==> src/rtl/layer_mixer_pkg.sv <==
// Shared types for the layer mixer: FSM states, RGB pixel struct and
// raster-address helper.
package layer_mixer_pkg;

  typedef enum logic [1:0] {IDLE_ST, RUN_ST, DRAIN_ST} fsm_e;

  typedef struct packed {
    logic [7:0] r;
    logic [7:0] g;
    logic [7:0] b;
  } rgb_t;

  function automatic int addr_w(input int x, input int y, input int x_limit);
    return y * x_limit + x;
  endfunction

endpackage

==> src/rtl/mixer_delay_line.sv <==
// Stallable shift register carrying a payload and a per-stage valid bit;
// keeps issued addresses aligned with the layer memory read latency.
module mixer_delay_line #(
  parameter int DEPTH = 1,
  parameter int WIDTH = 8
) (
  input  logic             clk_i,
  input  logic             rst_ni,
  input  logic             en_i,
  input  logic             vld_i,
  input  logic [WIDTH-1:0] data_i,
  output logic             vld_o,
  output logic [WIDTH-1:0] data_o,
  output logic             any_vld_o
);

  logic [DEPTH-1:0] vld_q;
  logic [WIDTH-1:0] data_q [DEPTH];

  always_ff @(posedge clk_i or negedge rst_ni) begin
    if (!rst_ni) begin
      vld_q <= '0;
    end else if (en_i) begin
      vld_q[0] <= vld_i;
      for (int i = 1; i < DEPTH; i++) vld_q[i] <= vld_q[i-1];
    end
  end

  // Payload is only meaningful where the matching valid is set, so no reset.
  always_ff @(posedge clk_i) begin
    if (en_i) begin
      data_q[0] <= data_i;
      for (int i = 1; i < DEPTH; i++) data_q[i] <= data_q[i-1];
    end
  end

  assign vld_o     = vld_q[DEPTH-1];
  assign data_o    = data_q[DEPTH-1];
  assign any_vld_o = |vld_q;

endmodule

==> src/rtl/layer_mixer_nl.sv <==
// Composes NUM_LAYERS 1-bit layers (layer 0 banked/animated) into RGB888
// pixels and streams them to the frame RAM writer with ready backpressure.
module layer_mixer_nl #(
  parameter int X_LIMIT     = 240,
  parameter int Y_LIMIT     = 240,
  parameter int NUM_LAYERS  = 4,
  parameter int BANK_LIMIT  = 9,
  parameter int MEM_LATENCY = 1,
  localparam int PIXEL_LIMIT = X_LIMIT * Y_LIMIT,
  localparam int ADDR_W      = $clog2(PIXEL_LIMIT),
  localparam int BANK_W      = $clog2(BANK_LIMIT)
) (
  input  logic                      CLK,
  input  logic                      RESETN,
  input  logic [31:0]               UPDATE_LIMIT,
  input  logic [7:0]                FRAME_DIVIDER,
  input  logic [NUM_LAYERS-1:0]     LAYER_ENABLE,
  input  logic [NUM_LAYERS*24-1:0]  LAYER_COLOR,
  input  logic [23:0]               BG_COLOR,
  output logic [ADDR_W-1:0]         LAYER_ADDRESS,
  output logic                      LAYER_READ_EN,
  output logic [BANK_W-1:0]         LAYER0_BANK,
  input  logic [BANK_LIMIT-1:0]     LAYER0_DATA,
  input  logic [NUM_LAYERS-2:0]     LAYER_DATA,
  output logic [ADDR_W-1:0]         WRITE_RAM_ADDRESS,
  output logic [7:0]                WRITE_RAM_COLOR_R,
  output logic [7:0]                WRITE_RAM_COLOR_G,
  output logic [7:0]                WRITE_RAM_COLOR_B,
  output logic                      WRITE_RAM,
  input  logic                      WRITE_RAM_READY,
  output logic                      FRAME_DONE,
  output logic                      BUSY
);
  import layer_mixer_pkg::*;

  localparam logic [ADDR_W-1:0] LAST_ADDR = ADDR_W'(PIXEL_LIMIT - 1);
  localparam logic [BANK_W-1:0] BANK_MAX  = BANK_W'(BANK_LIMIT - 1);

  fsm_e                     st_q;
  logic [31:0]              idle_cnt_q;
  logic [31:0]              ulim_d;
  logic [ADDR_W-1:0]        addr_q;
  logic [7:0]               frame_cnt_q;
  logic [BANK_W-1:0]        bank_q;
  logic                     done_q;
  logic [NUM_LAYERS-1:0]    sh_en_q;
  logic [NUM_LAYERS*24-1:0] sh_col_q;
  rgb_t                     sh_bg_q;
  logic                     wr_q;
  logic [ADDR_W-1:0]        waddr_q;
  rgb_t                     pix_q;
  rgb_t                     mix_d;
  logic                     hit_d;
  logic [NUM_LAYERS-1:0]    opaque_d;
  logic                     advance, transfer, issuing, last_xfer;
  logic                     dl_vld, dl_any;
  logic [ADDR_W-1:0]        dl_addr;

  assign issuing   = (st_q == RUN_ST);
  assign transfer  = wr_q & WRITE_RAM_READY;
  assign advance   = ~wr_q | WRITE_RAM_READY;
  assign last_xfer = transfer & (st_q == DRAIN_ST) & (waddr_q == LAST_ADDR);
  assign ulim_d    = (UPDATE_LIMIT == 32'd0) ? 32'd1 : UPDATE_LIMIT;

  always_ff @(posedge CLK or negedge RESETN) begin
    if (!RESETN) begin
      st_q        <= IDLE_ST;
      idle_cnt_q  <= '0;
      addr_q      <= '0;
      frame_cnt_q <= '0;
      bank_q      <= '0;
      done_q      <= 1'b0;
      sh_en_q     <= '0;
      sh_col_q    <= '0;
      sh_bg_q     <= '0;
    end else begin
      done_q <= last_xfer;
      case (st_q)
        IDLE_ST: begin
          if (idle_cnt_q >= ulim_d - 32'd1) begin
            st_q       <= RUN_ST;
            idle_cnt_q <= '0;
            addr_q     <= '0;
            sh_en_q    <= LAYER_ENABLE;
            sh_col_q   <= LAYER_COLOR;
            sh_bg_q    <= BG_COLOR;
          end else begin
            idle_cnt_q <= idle_cnt_q + 32'd1;
          end
        end
        RUN_ST: begin
          if (advance) begin
            if (addr_q == LAST_ADDR) st_q <= DRAIN_ST;
            else                     addr_q <= addr_q + 1'b1;
          end
        end
        DRAIN_ST: begin
          if (last_xfer) begin
            st_q <= IDLE_ST;
            // >= keeps the divider from running away if it is lowered mid-count
            if (frame_cnt_q >= FRAME_DIVIDER) begin
              frame_cnt_q <= '0;
              bank_q      <= (bank_q == BANK_MAX) ? '0 : bank_q + 1'b1;
            end else begin
              frame_cnt_q <= frame_cnt_q + 8'd1;
            end
          end
        end
        default: st_q <= IDLE_ST;
      endcase
    end
  end

  mixer_delay_line #(
    .DEPTH (MEM_LATENCY),
    .WIDTH (ADDR_W)
  ) u_align (
    .clk_i     (CLK),
    .rst_ni    (RESETN),
    .en_i      (advance),
    .vld_i     (issuing),
    .data_i    (addr_q),
    .vld_o     (dl_vld),
    .data_o    (dl_addr),
    .any_vld_o (dl_any)
  );

  // Highest-index enabled opaque layer wins; background when none is.
  always_comb begin
    opaque_d = {LAYER_DATA, LAYER0_DATA[bank_q]};
    mix_d    = sh_bg_q;
    hit_d    = 1'b0;
    for (int i = NUM_LAYERS - 1; i >= 0; i--) begin
      if (!hit_d && sh_en_q[i] && opaque_d[i]) begin
        hit_d = 1'b1;
        mix_d = sh_col_q[24*i +: 24];
      end
    end
  end

  always_ff @(posedge CLK or negedge RESETN) begin
    if (!RESETN) begin
      wr_q    <= 1'b0;
      waddr_q <= '0;
      pix_q   <= '0;
    end else if (advance) begin
      wr_q <= dl_vld;
      if (dl_vld) begin
        waddr_q <= dl_addr;
        pix_q   <= mix_d;
      end
    end
  end

  assign LAYER_ADDRESS     = addr_q;
  assign LAYER_READ_EN     = advance & (issuing | dl_any);
  assign LAYER0_BANK       = bank_q;
  assign WRITE_RAM_ADDRESS = waddr_q;
  assign WRITE_RAM_COLOR_R = pix_q.r;
  assign WRITE_RAM_COLOR_G = pix_q.g;
  assign WRITE_RAM_COLOR_B = pix_q.b;
  assign WRITE_RAM         = wr_q;
  assign FRAME_DONE        = done_q;
  assign BUSY              = (st_q != IDLE_ST);

endmodule
==> config.mk <==
export PLATFORM = sky130hd
export DESIGN_NAME = layer_mixer_nl
export DESIGN_NICKNAME = d
export VERILOG_FILES = /design/src/rtl/layer_mixer_pkg.sv /design/src/rtl/mixer_delay_line.sv /design/src/rtl/layer_mixer_nl.sv
export SDC_FILE = /design/constraint.sdc
export NUM_CORES = 1
export LEC_CHECK = 0
export ABC_CLOCK_PERIOD_IN_PS = 5300
export CAP_MARGIN = 25
export CORE_MARGIN = 3
export CORE_UTILIZATION = 42
export CTS_CLUSTER_DIAMETER = 120
export CTS_CLUSTER_SIZE = 12
export DETAILED_ROUTE_END_ITERATION = 6
export PLACE_DENSITY = 0.72
export SLEW_MARGIN = 15
export SYNTH_ARGS = -nofsm -noshare
export SYNTH_HDL_FRONTEND = slang
export SYNTH_SLANG_ARGS = --single-unit
==> constraint.sdc <==
create_clock -name CLK -period 5.3 [get_ports CLK]
set_clock_uncertainty 0.05 [all_clocks]
set_input_delay 1.06 -clock CLK [delete_from_list [all_inputs] [get_ports CLK]]
set_output_delay 1.06 -clock CLK [all_outputs]
set_load 0.01 [all_outputs]
Yosys cells after proc, flatten, opt, wreduce, memory -nomap -nowiden
Memory sizes are Yosys's and may differ from the RTL's. A register that Yosys moved wholly into a read port is not among the register bits.
Cells that the tools add are included.
Word-level totals
  memory bits (writable): 16
  bits of input ports: 179
  output and inout bits: 64
  bits in latches: 0
  bits in read-only memories: 0
  memories kept: 1
  bits in registers: 213
  logic and storage cells: 87
Operators by class
  reduce and logical (&&, ||, !) cells: 21
  divide/modulo/power cells: 0
  shifts and indexed selects: 0
  multiply operators: 0
  mux-type cells: 24
  $lt $le $gt $ge: 3
  add/sub/neg operators: 5
  equality and inequality tests: 10
  bitwise operators: 7
Memory list
  u_align.data_q: depth 1, bits a word 16, read ports 1, clocked after Yosys merged registers in 1, write ports 1, line mixer_delay_line.sv:18  | logic [WIDTH-1:0] data_q [DEPTH];
Operator list (number)
  $mux W24: 4
  $mux W32: 2
  $mux W16: 3
  $add A32 B1 Y32 const B: 1
  $eq A16 B16 Y1 const B: 2
  $ge A32 B32 Y1: 1
  $logic_not A32 Y1: 1
  $pmux W16 S2: 1
  $sub A32 B1 Y32 const B: 1
  $add A16 B1 Y16 const B: 1
  $add A8 B1 Y8 const B: 1
  $ge A8 B8 Y1: 1
  $mux W2: 4
  $mux W8: 1
  $ne A2 B2 Y1 const B: 4
  $reduce_and A4 Y1: 2
  $logic_and A1 B1 Y1: 7
  $mux W1: 6
  $pmux W2 S3: 1
  $reduce_and A2 Y1: 3
  $lt A4 B5 Y1 const B: 1
  $add A4 B1 Y4 const B: 1
  $and A1 B1 Y1: 4
  $bmux W1 S4: 1
  11 further kinds: 16

Depth between registers and ports, before layout
  depth after elaboration: 14
  mapped depth: 23
  mapped depth without buffers: 19

Cells and area by module
Synthesis repeated with hierarchy kept, for this count alone.
Second synthesis, totals
  cells, all modules: 1140
  area, all modules: 12384.4 sq um
Modules (own cells, without submodules)
  layer_mixer_nl: times used 1, area an instance 11856.4 sq um, sequential area each 5705.5 sq um, cells each 1121
  mixer_delay_line: times used 1, area an instance 528.0 sq um, sequential area each 505.5 sq um, cells each 19

Worst setup path after synthesis
No wires, ideal clock.
  path type: input to register
  start: input port UPDATE_LIMIT[7]
  end: register sh_bg_q[0] in the netlist's numbering
  setup slack: -235 ps
  setup time: 125 ps
  buffers on the path: 3
  required time: 5125 ps
  cell stages on the path: 22
  data arrival time: 5360 ps
  cells stage by stage: or4_1 > nor3_2 > and3_1 > nand4_1 > nor3_1 > nor2_1 > ha_1 > nor3b_1 > and2b_1 > nand3_1 > nand3b_1 > xor2_1 > ha_1 > nand4_1 > nor4_2 > nand4_1 > a31oi_1 > a21o_1 > buf_6 > buf_6 > buf_6 > mux2_4
On the way
  word-level cells in the longest chain between the ends: 5
RTL lines
  from (decl): line layer_mixer_nl.sv:15  | input logic [31:0] UPDATE_LIMIT,
  $logic_not A32 Y1: line layer_mixer_nl.sv:63  | assign ulim_d = (UPDATE_LIMIT == 32'd0) ? 32'd1 : UPDATE_LIMIT;
  $mux W32 *: line layer_mixer_nl.sv:63
  $sub A32 B1 Y32 *: line layer_mixer_nl.sv:80  | if (idle_cnt_q >= ulim_d - 32'd1) begin
  $ge A32 B32 Y1 *: line layer_mixer_nl.sv:80
  $reduce_and A2 Y1 (no source line) *
  to (signal assigned): line layer_mixer_nl.sv:75  | sh_bg_q <= '0;
  to (signal assigned): line layer_mixer_nl.sv:86  | sh_bg_q <= BG_COLOR;
  to (decl): line layer_mixer_nl.sv:48  | rgb_t sh_bg_q;
Mark *: on every way between the ends. The rest lies on a longest branch, timed or not.
A chain may end at the register's enable or synchronous reset.

Final worst setup path
  start: input port UPDATE_LIMIT[9]
  end: register sh_bg_q[21] in the netlist's numbering
The elaborated chain is that of the path after synthesis.

==> flow_summary.json <==
{
  "yosysSeqAreaShare_pct": 49.4,
  "cp.required_ns": 5.64,
  "antenna_found_initial": 1,
  "routabilityCongestion": 0.890,
  "max-slew-margin-rel_pct": 31.6,
  "drv_cap": 0,
  "area_growth_pct": 39.4,
  "grt_overflow_total": 0,
  "grt_pass1_wl_mm": 54.2,
  "multi_input_area_sq_um": 6430,
  "yosysTopAreaCellShare_pct": 45.6,
  "final-max-slew-violation-count": 0,
  "num_rows": 62,
  "hold_buffers": 0,
  "ys.flop_type": "dfrtp_1",
  "die_y_um": 179,
  "wl_per_cell_um": 19.2,
  "io_pins": 243,
  "antenna-diode-count": 0,
  "path_max_fanout": 6,
  "power.share.switching_pct": 30.9,
  "finalCritPeriodShare_pct": 100,
  "drt_iter0_drc": 711,
  "route.detailed.drc": 0,
  "coreArea_sq_um": 29100,
  "grt_max_degree": 111,
  "fin_hold_ws_ns": 0.386,
  "drive_above_1_share_pct": 21.5,
  "cts_tree": "done",
  "final-setup-viol-count": 3,
  "synthDistinctLibCells": 61,
  "min_period_ns": 5.32,
  "crit_slowest_cell": "or4_4",
  "cts.clk_slew.worst_paths_ns": 0.06,
  "htreeDepth": 1,
  "tightest_slew_ns": 1.02,
  "placement.io_buffers": 242,
  "synth_edf_count": 16,
  "async_reset_ff_share_pct": 93.5,
  "nets": 1706,
  "power.internal_mw": 3.80,
  "cts.sinks": 245,
  "rsz0062_at_grt": "yes",
  "syn-num-nets": 1377,
  "seqCellArea_sq_um": 6210,
  "ant_nets": 0,
  "synth_area_per_cell_sq_um": 10.9,
  "max_clock_freq_mhz": 188,
  "max_stage_delay_ns": 0.54,
  "final_cell_mix": "clkdlybuf4s50_1, dfrtp_1, nand2_1",
  "ys_ff_latch": 245,
  "cp.arrival_ns": 5.65,
  "final_common_cell": "clkdlybuf4s50_1",
  "cpMostUsedCell": "nand4_1",
  "power.switching_mw": 1.70,
  "cp_num_buf_inv": 6,
  "cts_buffers": 24,
  "leakagePower_nw": 7.80,
  "status": "finished with violations",
  "powerDensity_nw_per_um2": 314,
  "clock_latency_ns": 0.52,
  "drt-total-wl_mm": 35.8,
  "initial_core_util_pct": 43.2,
  "power_frac_clock_pct": 27.6,
  "synthCells": 1152,
  "finalHoldViolations": 0,
  "combPwrFrac_pct": 30.4,
  "clock_path_buffers": 3,
  "place_ws_ns": -0.757,
  "die_w_um": 179,
  "holdCritPathClass": "register to register",
  "grt_pass1_vias": 10088,
  "critPathCaptureType": "register",
  "yosysTopAreaCell": "dfrtp_1",
  "fin_ws_ns": -0.0154,
  "synth_area_leaders": "dfrtp_1, mux2_2, mux2_4, ha_1, nand2_1",
  "drt_first_pass_iters": 5,
  "violations": "negative setup slack",
  "die-area_sq_um": 32000,
  "yosys_warnings": 0,
  "syn_area_sq_um": 12600,
  "ir_worst_vdd_v": 0.000236,
  "fillCellCount": 2347,
  "crit_type": "input port to register",
  "clk_root_buffer_cell": "clkbuf_16",
  "critPathTopFamily": "simple AND/OR/NAND/NOR gates",
  "dp_hpwl_mm": 24.6,
  "grtUsageTotal_pct": 21.2,
  "vias": 10100,
  "seqPwrFrac_pct": 42.0,
  "vias_per_cell": 5.40,
  "worst_setup_path_start_kind": "input port"
}
power groups by stage:
stage / Sequential, mW / Combinational, mW / Clock, mW
after global placement: 2.32 / 1.46 / 0
after CTS: 2.30 / 1.58 / 1.55
final: 2.31 / 1.67 / 1.52
after detailed placement: 2.33 / 1.52 / 0
after floorplan: 2.27 / 1.03 / 0
after global routing: 2.34 / 1.86 / 1.64
flip-flops by register name (all words and copies together), names as in the netlist, 16 cells and up:
signal             count
sh_col_q              96
idle_cnt_q            32
sh_bg_q               24
LAYER_ADDRESS         16
WRITE_RAM_ADDRESS     16
u_align.data_q        16
routing by layer:
metal | GRT usage, % | vias to the layer above | part of all wire [%]
li1 | - | 4795 | -
met1 | 28.8 | 4975 | 44
met2 | 35.9 | 281 | 49
met3 | 3.56 | 47 | 6.1
met4 | 4.25 | 2 | 1.7
met5 | 0 | - | 0.036
worst paths after layout:
kind,startpoint,endpoint,slack [ns],cells after the start
max reg2reg,idle_cnt_q[0],sh_bg_q[21],2.46,11
min in group asynchronous,RESETN,WRITE_RAM_COLOR_G[3],0.47,1
min reg2reg,u_align.data_q[0][2],WRITE_RAM_ADDRESS[2],0.39,2
max in group asynchronous,RESETN,WRITE_RAM_COLOR_B[0],3.70,2
min,u_align.data_q[0][2],WRITE_RAM_ADDRESS[2],0.39,2
max,UPDATE_LIMIT[9],sh_bg_q[21],-0.02,25
timing repair:
item,in CTS,in global routing
setup endpoints to repair,135,167
gates resized for setup,35,110
pin swaps,20,23
setup buffers,21,6
gates cloned,5,8
cell usage after synthesis, types with 20 or more instances:
master,instances
dfrtp_1,229
nand2_1,141
nor2_1,92
mux2_2,87
nand3_1,54
ha_1,46
a21oi_1,45
mux2_4,40
xnor2_1,35
inv_1,28
a211oi_1,26
mux2i_1,26
nor3_1,26
clkbuf_1,25
o311ai_0,24
o21ai_0,23
a31oi_1,20
xor2_1,20
cell type report:
type	count	area share, %
clock buffers	29	3.66
clock inverters	1	0.0500
repair buffers	354	20.7
well taps	384	2.74
multi-input cells	827	36.7
flip-flops and latches	245	35.5
inverters	29	0.621
through the flow:
stage          cells  setup TNS, ns  instance area (sq um)  utilization (%)  power, mW
3_5_place_dp    1806        -113.15                  16000             54.9       3.84
2_1_floorplan   1152          -8.79                  12600                -       3.30
5_1_grt         1869         -11.44                  17500             60.2       5.84
3_3_place_gp    1806         -93.48                  16000             54.9       3.78
4_1_cts         1860              0                  17000             58.4       5.43
6_report        1869        -0.0291                  17500             60.2       5.50
worst min-delay path: cells and delay by family (launching register included):
family,cells,cell delay [ns]
flops,1,0.32
simple gates,2,0.08
logic make-up after synthesis:
family          after synthesis  share of synthesized area (%)
mux                         155                           15.0
flops                       245                           49.4
compound gates              168                           9.03
simple gates                403                           15.1
xor+xnor                     55                           3.83
fa+ha+maj                    46                           4.58
buf+inv                      80                           2.97
Note: power is estimated with default switching activity, not from simulation.
